## config.mk

```make
export PLATFORM = sky130hd
export DESIGN_NAME = spi_eeprom_slave
export DESIGN_NICKNAME = d
export VERILOG_FILES = /design/src/rtl/spi_eeprom_slave.sv
export SDC_FILE = /design/constraint.sdc
export NUM_CORES = 2
export LEC_CHECK = 0
export BUFFER_PORTS_ARGS = -buffer_cell sky130_fd_sc_hd__buf_2
export CORE_ASPECT_RATIO = 0.9
export CORE_MARGIN = 1
export CORE_UTILIZATION = 30
export DETAILED_ROUTE_END_ITERATION = 8
export PLACE_DENSITY = 0.44
export SLEW_MARGIN = 40
export SYNTH_ARGS = -nofsm -noshare
export SYNTH_HDL_FRONTEND = slang
export SYNTH_SLANG_ARGS = --single-unit
```

## constraint.sdc

```tcl
create_clock -name clk -period 117.7 [get_ports clk]
set_clock_uncertainty 0.1 [all_clocks]
set_input_delay 29.425 -clock clk [delete_from_list [all_inputs] [get_ports clk]]
set_output_delay 29.425 -clock clk [all_outputs]
set_load 0.005 [all_outputs]
```

## src/rtl/spi_eeprom_slave.sv

```systemverilog
// rtl/spi_eeprom_slave.sv - SPI mode-0 128-byte serial EEPROM responder, pins oversampled in clk.
module spi_eeprom_slave #(
  parameter int WRITE_CYCLES = 1000,
  parameter int SYNC_STAGES  = 2
) (
  input  logic       clk,
  input  logic       rst,
  input  logic       sck,
  input  logic       csn,
  input  logic       mosi,
  output logic       miso,
  output logic       miso_oe,
  input  logic [6:0] dbg_addr,
  output logic [7:0] dbg_data,
  output logic       busy
);

  localparam int CNT_W = $clog2(WRITE_CYCLES + 1);

  typedef enum logic [2:0] {
    ST_IDLE, ST_CMD, ST_ADDR, ST_RD_DATA, ST_WR_DATA, ST_RDSR, ST_WRSR, ST_IGNORE
  } state_t;

  state_t state, state_nx;

  logic [SYNC_STAGES-1:0] sck_sync, csn_sync, mosi_sync;
  logic sck_s, csn_s, mosi_s, sck_d, csn_d, armed;
  logic sck_rise, sck_fall, csn_rise, csn_fall, byte_done;

  logic [2:0]       bit_cnt;
  logic [7:0]       shift, tx_shift, rx_byte, tx_load;
  logic [6:0]       addr;
  logic             op_wr, got_data;
  logic             wel, wip;
  logic [1:0]       bp, bp_pend;
  logic [CNT_W-1:0] busy_cnt;
  logic [7:0]       mem [128];
  logic [7:0]       pbuf [16];
  logic [15:0]      pbuf_valid;
  logic [7:0]       status;
  logic             out_state;

  assign sck_s  = sck_sync[SYNC_STAGES-1];
  assign csn_s  = csn_sync[SYNC_STAGES-1];
  assign mosi_s = mosi_sync[SYNC_STAGES-1];

  assign sck_rise = sck_s & ~sck_d;
  assign sck_fall = ~sck_s & sck_d;
  // armed blocks a frame already in progress when reset was released
  assign csn_fall = armed & csn_d & ~csn_s;
  assign csn_rise = armed & csn_s & ~csn_d;

  assign rx_byte   = {shift[6:0], mosi_s};
  assign byte_done = sck_rise && (bit_cnt == 3'd7) && (state != ST_IDLE);
  assign status    = {4'b0000, bp, wel, wip};
  assign out_state = (state == ST_RD_DATA) || (state == ST_RDSR);
  assign tx_load   = (state == ST_RDSR) ? status : mem[addr];

  assign miso_oe  = armed & ~csn_s;
  assign dbg_data = mem[dbg_addr];
  assign busy     = wip;

  function automatic logic is_prot(input logic [6:0] a, input logic [1:0] p);
    case (p)
      2'b01:   is_prot = (a[6:5] == 2'b11);
      2'b10:   is_prot = a[6];
      2'b11:   is_prot = 1'b1;
      default: is_prot = 1'b0;
    endcase
  endfunction

  always_ff @(posedge clk or posedge rst) begin
    if (rst) begin
      sck_sync  <= '0;
      csn_sync  <= '0;
      mosi_sync <= '0;
      sck_d     <= 1'b0;
      csn_d     <= 1'b0;
      armed     <= 1'b0;
    end else begin
      sck_sync  <= {sck_sync[SYNC_STAGES-2:0], sck};
      csn_sync  <= {csn_sync[SYNC_STAGES-2:0], csn};
      mosi_sync <= {mosi_sync[SYNC_STAGES-2:0], mosi};
      sck_d     <= sck_s;
      csn_d     <= csn_s;
      if (csn_s) armed <= 1'b1;
    end
  end

  always_ff @(posedge clk or posedge rst) begin
    if (rst) state <= ST_IDLE;
    else     state <= state_nx;
  end

  always_comb begin
    state_nx = state;
    if (csn_rise) begin
      state_nx = ST_IDLE;
    end else begin
      case (state)
        ST_IDLE: if (csn_fall) state_nx = ST_CMD;
        ST_CMD: begin
          if (byte_done) begin
            if (wip && rx_byte != 8'h05) state_nx = ST_IGNORE;
            else begin
              case (rx_byte)
                8'h05:        state_nx = ST_RDSR;
                8'h01:        state_nx = ST_WRSR;
                8'h02, 8'h03: state_nx = ST_ADDR;
                default:      state_nx = ST_IGNORE;
              endcase
            end
          end
        end
        ST_ADDR: if (byte_done) state_nx = op_wr ? ST_WR_DATA : ST_RD_DATA;
        default: state_nx = state;
      endcase
    end
  end

  always_ff @(posedge clk or posedge rst) begin
    if (rst) begin
      bit_cnt    <= '0;
      shift      <= '0;
      tx_shift   <= '0;
      addr       <= '0;
      op_wr      <= 1'b0;
      got_data   <= 1'b0;
      wel        <= 1'b0;
      wip        <= 1'b0;
      bp         <= '0;
      bp_pend    <= '0;
      busy_cnt   <= '0;
      miso       <= 1'b0;
      pbuf_valid <= '0;
      for (int i = 0; i < 128; i++) mem[i] <= 8'hFF;
      for (int i = 0; i < 16; i++) pbuf[i] <= 8'h00;
    end else begin
      if (wip) begin
        if (busy_cnt <= CNT_W'(1)) begin
          wip      <= 1'b0;
          wel      <= 1'b0;
          busy_cnt <= '0;
        end else begin
          busy_cnt <= busy_cnt - CNT_W'(1);
        end
      end

      if (csn_fall) begin
        bit_cnt  <= '0;
        got_data <= 1'b0;
      end else if (sck_rise && state != ST_IDLE) begin
        shift   <= rx_byte;
        bit_cnt <= bit_cnt + 3'd1;
      end

      if (byte_done) begin
        case (state)
          ST_CMD: begin
            op_wr <= (rx_byte == 8'h02);
            if (!wip && rx_byte == 8'h06) wel <= 1'b1;
            if (!wip && rx_byte == 8'h04) wel <= 1'b0;
          end
          ST_ADDR: addr <= rx_byte[6:0];
          ST_WR_DATA: begin
            pbuf[addr[3:0]]       <= rx_byte;
            pbuf_valid[addr[3:0]] <= 1'b1;
            addr[3:0]             <= addr[3:0] + 4'd1;
            got_data              <= 1'b1;
          end
          ST_WRSR: begin
            bp_pend  <= rx_byte[3:2];
            got_data <= 1'b1;
          end
          default: ;
        endcase
      end

      // bit_cnt==0 on a fall means the previous rise closed a byte: load the next one
      if (sck_fall) begin
        if (out_state && bit_cnt == 3'd0) begin
          miso     <= tx_load[7];
          tx_shift <= {tx_load[6:0], 1'b0};
          if (state == ST_RD_DATA) addr <= addr + 7'd1;
        end else if (out_state) begin
          miso     <= tx_shift[7];
          tx_shift <= {tx_shift[6:0], 1'b0};
        end else begin
          miso <= 1'b0;
        end
      end

      if (csn_rise) begin
        miso       <= 1'b0;
        pbuf_valid <= '0;
        got_data   <= 1'b0;
        if ((state == ST_WR_DATA || state == ST_WRSR) && bit_cnt == 3'd0 && wel && got_data) begin
          wip      <= 1'b1;
          busy_cnt <= CNT_W'(WRITE_CYCLES);
          if (state == ST_WRSR) begin
            bp <= bp_pend;
          end else begin
            for (int i = 0; i < 16; i++) begin
              if (pbuf_valid[i] && !is_prot({addr[6:4], 4'(i)}, bp))
                mem[{addr[6:4], 4'(i)}] <= pbuf[i];
            end
          end
        end
      end
    end
  end

endmodule

```

==> summary by stage <==
Run status
The run finished with clean final reports.

Global routing
The sum of overflow across all layers after global routing is 0. The number of antenna violations at the first check in global routing is 40. Entering global routing, the biggest net connects 150 pins. The number of global-route vias before repair is 41223.

Across every metal layer, demand over resource in global routing totals 25.1%. The first global-routing pass estimated 375000 microns of wire.

STA
The aggregate negative setup slack is 0 ps. The worst pin sits at a relative slew slack of 38.1%. Setup repair after global routing left no endpoint under its margin. The final number of setup-violating endpoints is 0. The actual transition at the worst max-transition pin is 926 ps.

The final hold violation count came to 0. The ratio of final minimum period to clock period is 54.0%. The number of max-slew violations in the final report was 0. The top achievable clock speed is 15.7 MHz. Hold is met by 255 ps. The minimum period implied by the final worst setup slack is 63600 ps.

Yosys
For this run, the leading register cell type out of synthesis is dfstp_2. After synthesis, the largest area contributor takes up 41.4% of total cell area. The synthesized design spends more area on one cell type than any other, namely dfstp_2. The sequential cell area fraction in the yosys report is 49.0%. The synthesized flop and latch total is 1223. The count of mapped cells out of synthesis is 4110. In this run the cell area of the synthesized design comes to 65100 sq um.

After Yosys synthesis, and, or, nand and nor cells account for 4.27% of the synthesized area. Averaged over all synthesized cells, the footprint is 15.8 sq um. The dominant combinational cell family by area after synthesis is multiplexers. In the post-synthesis netlist, the biggest area contributors are dfstp_2, mux4_2, mux2_2. Counting every net in the synthesized netlist gives 4131. The XOR/XNOR share of the synthesized area is 0.0673%.

The share of synthesized cell area in full adder, half adder and majority cells is 0.173%. The mux cell area share after synthesis is 41.2%. For this run, asynchronously set or reset flops after synthesis account for 100%.

For this run, the number of Yosys warnings is 0. In this run, synthesis inferred 0 flip-flops with an integrated enable. Summing the areas of all compound-gate instances in the mapped netlist gives 3.29% of the synthesized area. The number of library cell types mapped by synthesis is 75.

Floorplan
The width of the die is 493 microns. The overall die area is 219000 sq um. The initial core utilization is 30.3%. The vertical die dimension is 444 microns.

Row generation in the floorplan step produced 161 rows. During I/O placement, the number of pins put on the boundary was 23. The floorplan step defined a core boundary enclosing 215000 sq um.

Worst setup path
STA classifies the critical path endpoint as an output pin. The slowest stage of the critical path belongs to the cell mux4_2. The required time of the worst setup path is 88180 ps. The critical path's largest stage delay is 590 ps. Of all nets on the critical path, the largest fanout is 42. The worst endpoint data arrival time is 34070 ps. The element type at the critical path start is an input port. The critical path is of the in -> out type. The signal on the critical path passes through buf_8, buf_4, buf_6, buf_6, mux4_2, mux4_2, o21ai_0, nand4_1, buf_2.

Routing
The detailed-route wire length per cell is 38.5 microns. For this run, design rule violations remaining after detail routing come to 0. After detailed routing, the number of vias per cell comes to 5.82. The number of nets still failing antenna checks after routing is 0.

The number of vias after detailed routing is 41543. The first-pass iteration count of the detailed router is 6. After detailed routing, the total wire length is 275000 microns. The starting DRC count in detailed routing is 4531.

Pwr
In this run the static leakage power is 28.8 nW. The total power per unit cell area is 13.0 nW/um^2. The worst ir drop on vdd is 0.0109 mV.

Placement
After legalization and detailed placement, the total HPWL measured 190000 microns. Routability-driven placement finished with a final weighted congestion of 0.897. The total cell area at the placement stage is 68700 sq um. In this run the tool buffered the top-level ports with 22 buffer cells.

Cells and area
The final-layout fill cell count is 20639. Once layout is done, the placed cells without fillers occupy 74000 sq um. The post-layout net count is 4173. Compared with the post-synthesis result, the final layout area differs by 13.7%.

Of the cells placed in the final design, the portion with a size suffix greater than 1 is 69.1%.

Clock network
The count of buffers added by post-CTS timing repair for setup is 0. In this run, post-CTS hold repair placed 0 buffers. Clock tree synthesis inserted a total of 152 buffers. The CTS H-tree depth is 4. The clock insertion delay at the later pin of the skew report is 840 ps. The number of gates resized after CTS was 0.

For this design, the sink count on the clock tree is 1223. The root cell of the clock tree is clkbuf_16. After clock tree synthesis, the clock-pin slew on the worst setup and hold paths is 50 ps. TritonCTS built the clock tree.

The maximum number of buffers from clock root to sink is 3.

Job
The max-cap check violation count is 0.

Worst hold path
In this run the worst hold path is classified as reg -> reg.
[critical path: cells and delay by family]
kind | cells | cell delay (ps)
compound gates | 1 | 580
mux | 2 | 1060
simple gates | 1 | 450
buf+inv | 5 | 2370
[sequential cells by signal, indices dropped and copies added (netlist names), 2 cells and up]
register	cells
addr	7
bit_cnt	3
bp	2
bp_pend	2
busy_cnt	10
csn_sync	2
mem	1024
mosi_sync	2
pbuf	128
pbuf_valid	16
sck_sync	2
shift	7
state	3
tx_shift	7
[routing by layer]
layer  wire, microns  track usage, %  vias up
li1                -               -    16234
met1          126000            37.1    23061
met2          117000            35.9     1867
met3           22600            5.73      379
met4            9540            8.06        2
met5               9               0        -
[logic make-up after synthesis]
family / after synthesis
muxes: 1845
DFF: 1223
and+or+nand+nor: 452
AOI/OAI and AO/OA: 310
buffers and inverters: 266
adders and majority gates: 9
xor gates and xnor gates: 5
[through the flow]
| step | worst slack, ps | std cells | utilization, % | power [mW] |
|---|---|---|---|---|
| after CTS | 53910 | 7125 | 34.4 | 0.975 |
| after detailed placement | 53920 | 6846 | 32.0 | 0.480 |
| after floorplan | 55410 | 4110 | - | 0.454 |
| after global placement | 53350 | 6838 | 31.9 | 0.479 |
| final | 54100 | 7142 | 34.4 | 0.964 |
| after global routing | 53920 | 7129 | 34.4 | 0.993 |
[cell type report]
cell class	instances	area, sq um	share of cell area (%)
multi-input cells	2621	32100	43.3
clock inverters	47	573	0.775
diodes	13	32.5	0.0440
inverters	28	113	0.152
flip-flops and latches	1223	31900	43.2
clock buffers	232	4570	6.18
repair buffers	126	1130	1.53
well taps	2852	3570	4.83
[final timing paths]
check / cells past startpoint / startpoint / slack, ps / endpoint
worst min-delay path: 0 / csn_sync[0] / 260 / csn_sync[1]
worst min register to register: 0 / csn_sync[0] / 260 / csn_sync[1]
min in group asynchronous: 2 / rst / 28600 / pbuf[109]
worst max-delay path: 9 / dbg_addr[0] / 54100 / dbg_data[4]
max in group asynchronous: 6 / rst / 85760 / shift[1]
worst max register to register: 7 / addr[0] / 112210 / tx_shift[2]
[placed cells by master (no fill, tap or decap), types with 9 or more instances in the layout]
cell type	count
a211oi_1	9
a21oi_1	50
a221oi_1	24
a22oi_1	96
a31oi_1	10
a32oi_1	9
and3_1	12
buf_2	20
buf_4	77
buf_6	16
bufinv_16	11
clkbuf_1	40
clkbuf_16	159
clkbuf_8	34
clkinv_2	24
dfrtp_1	187
dfstp_2	1024
diode_2	13
ha_1	9
inv_1	24
mux2_1	203
mux2_2	757
mux2_4	197
mux2i_1	192
mux4_2	493
nand2_1	132
nand2_2	34
nand2_8	30
nand2b_1	13
nand3_1	63
nand4_1	19
nor2_1	41
nor2b_1	13
nor3_1	22
nor4_1	10
o21ai_0	51
[cell usage after synthesis (27+ instances only)]
library cell / n
dfstp_2: 1024
mux4_2: 493
nand2_1: 136
buf_1: 32
mux2i_1: 195
clkbuf_1: 97
mux2_4: 197
mux2_1: 203
mux2_2: 757
nand2_2: 30
a22oi_1: 96
nor2_1: 45
dfrtp_1: 199
nand3_1: 66
buf_4: 30
o21ai_0: 56
a21oi_1: 50
inv_1: 27
buf_2: 71
nand2_8: 30
[power by group]
| group | leakage [nW] | internal [mW] | total (mW) | switching (mW) |
|---|---|---|---|---|
| combinational | 12.9 | 0.0100 | 0.0409 | 0.0308 |
| sequential | 13.3 | 0.424 | 0.433 | 0.00899 |
| clock | 2.54 | 0.292 | 0.490 | 0.199 |
Note: power is estimated with default switching activity, not from simulation.
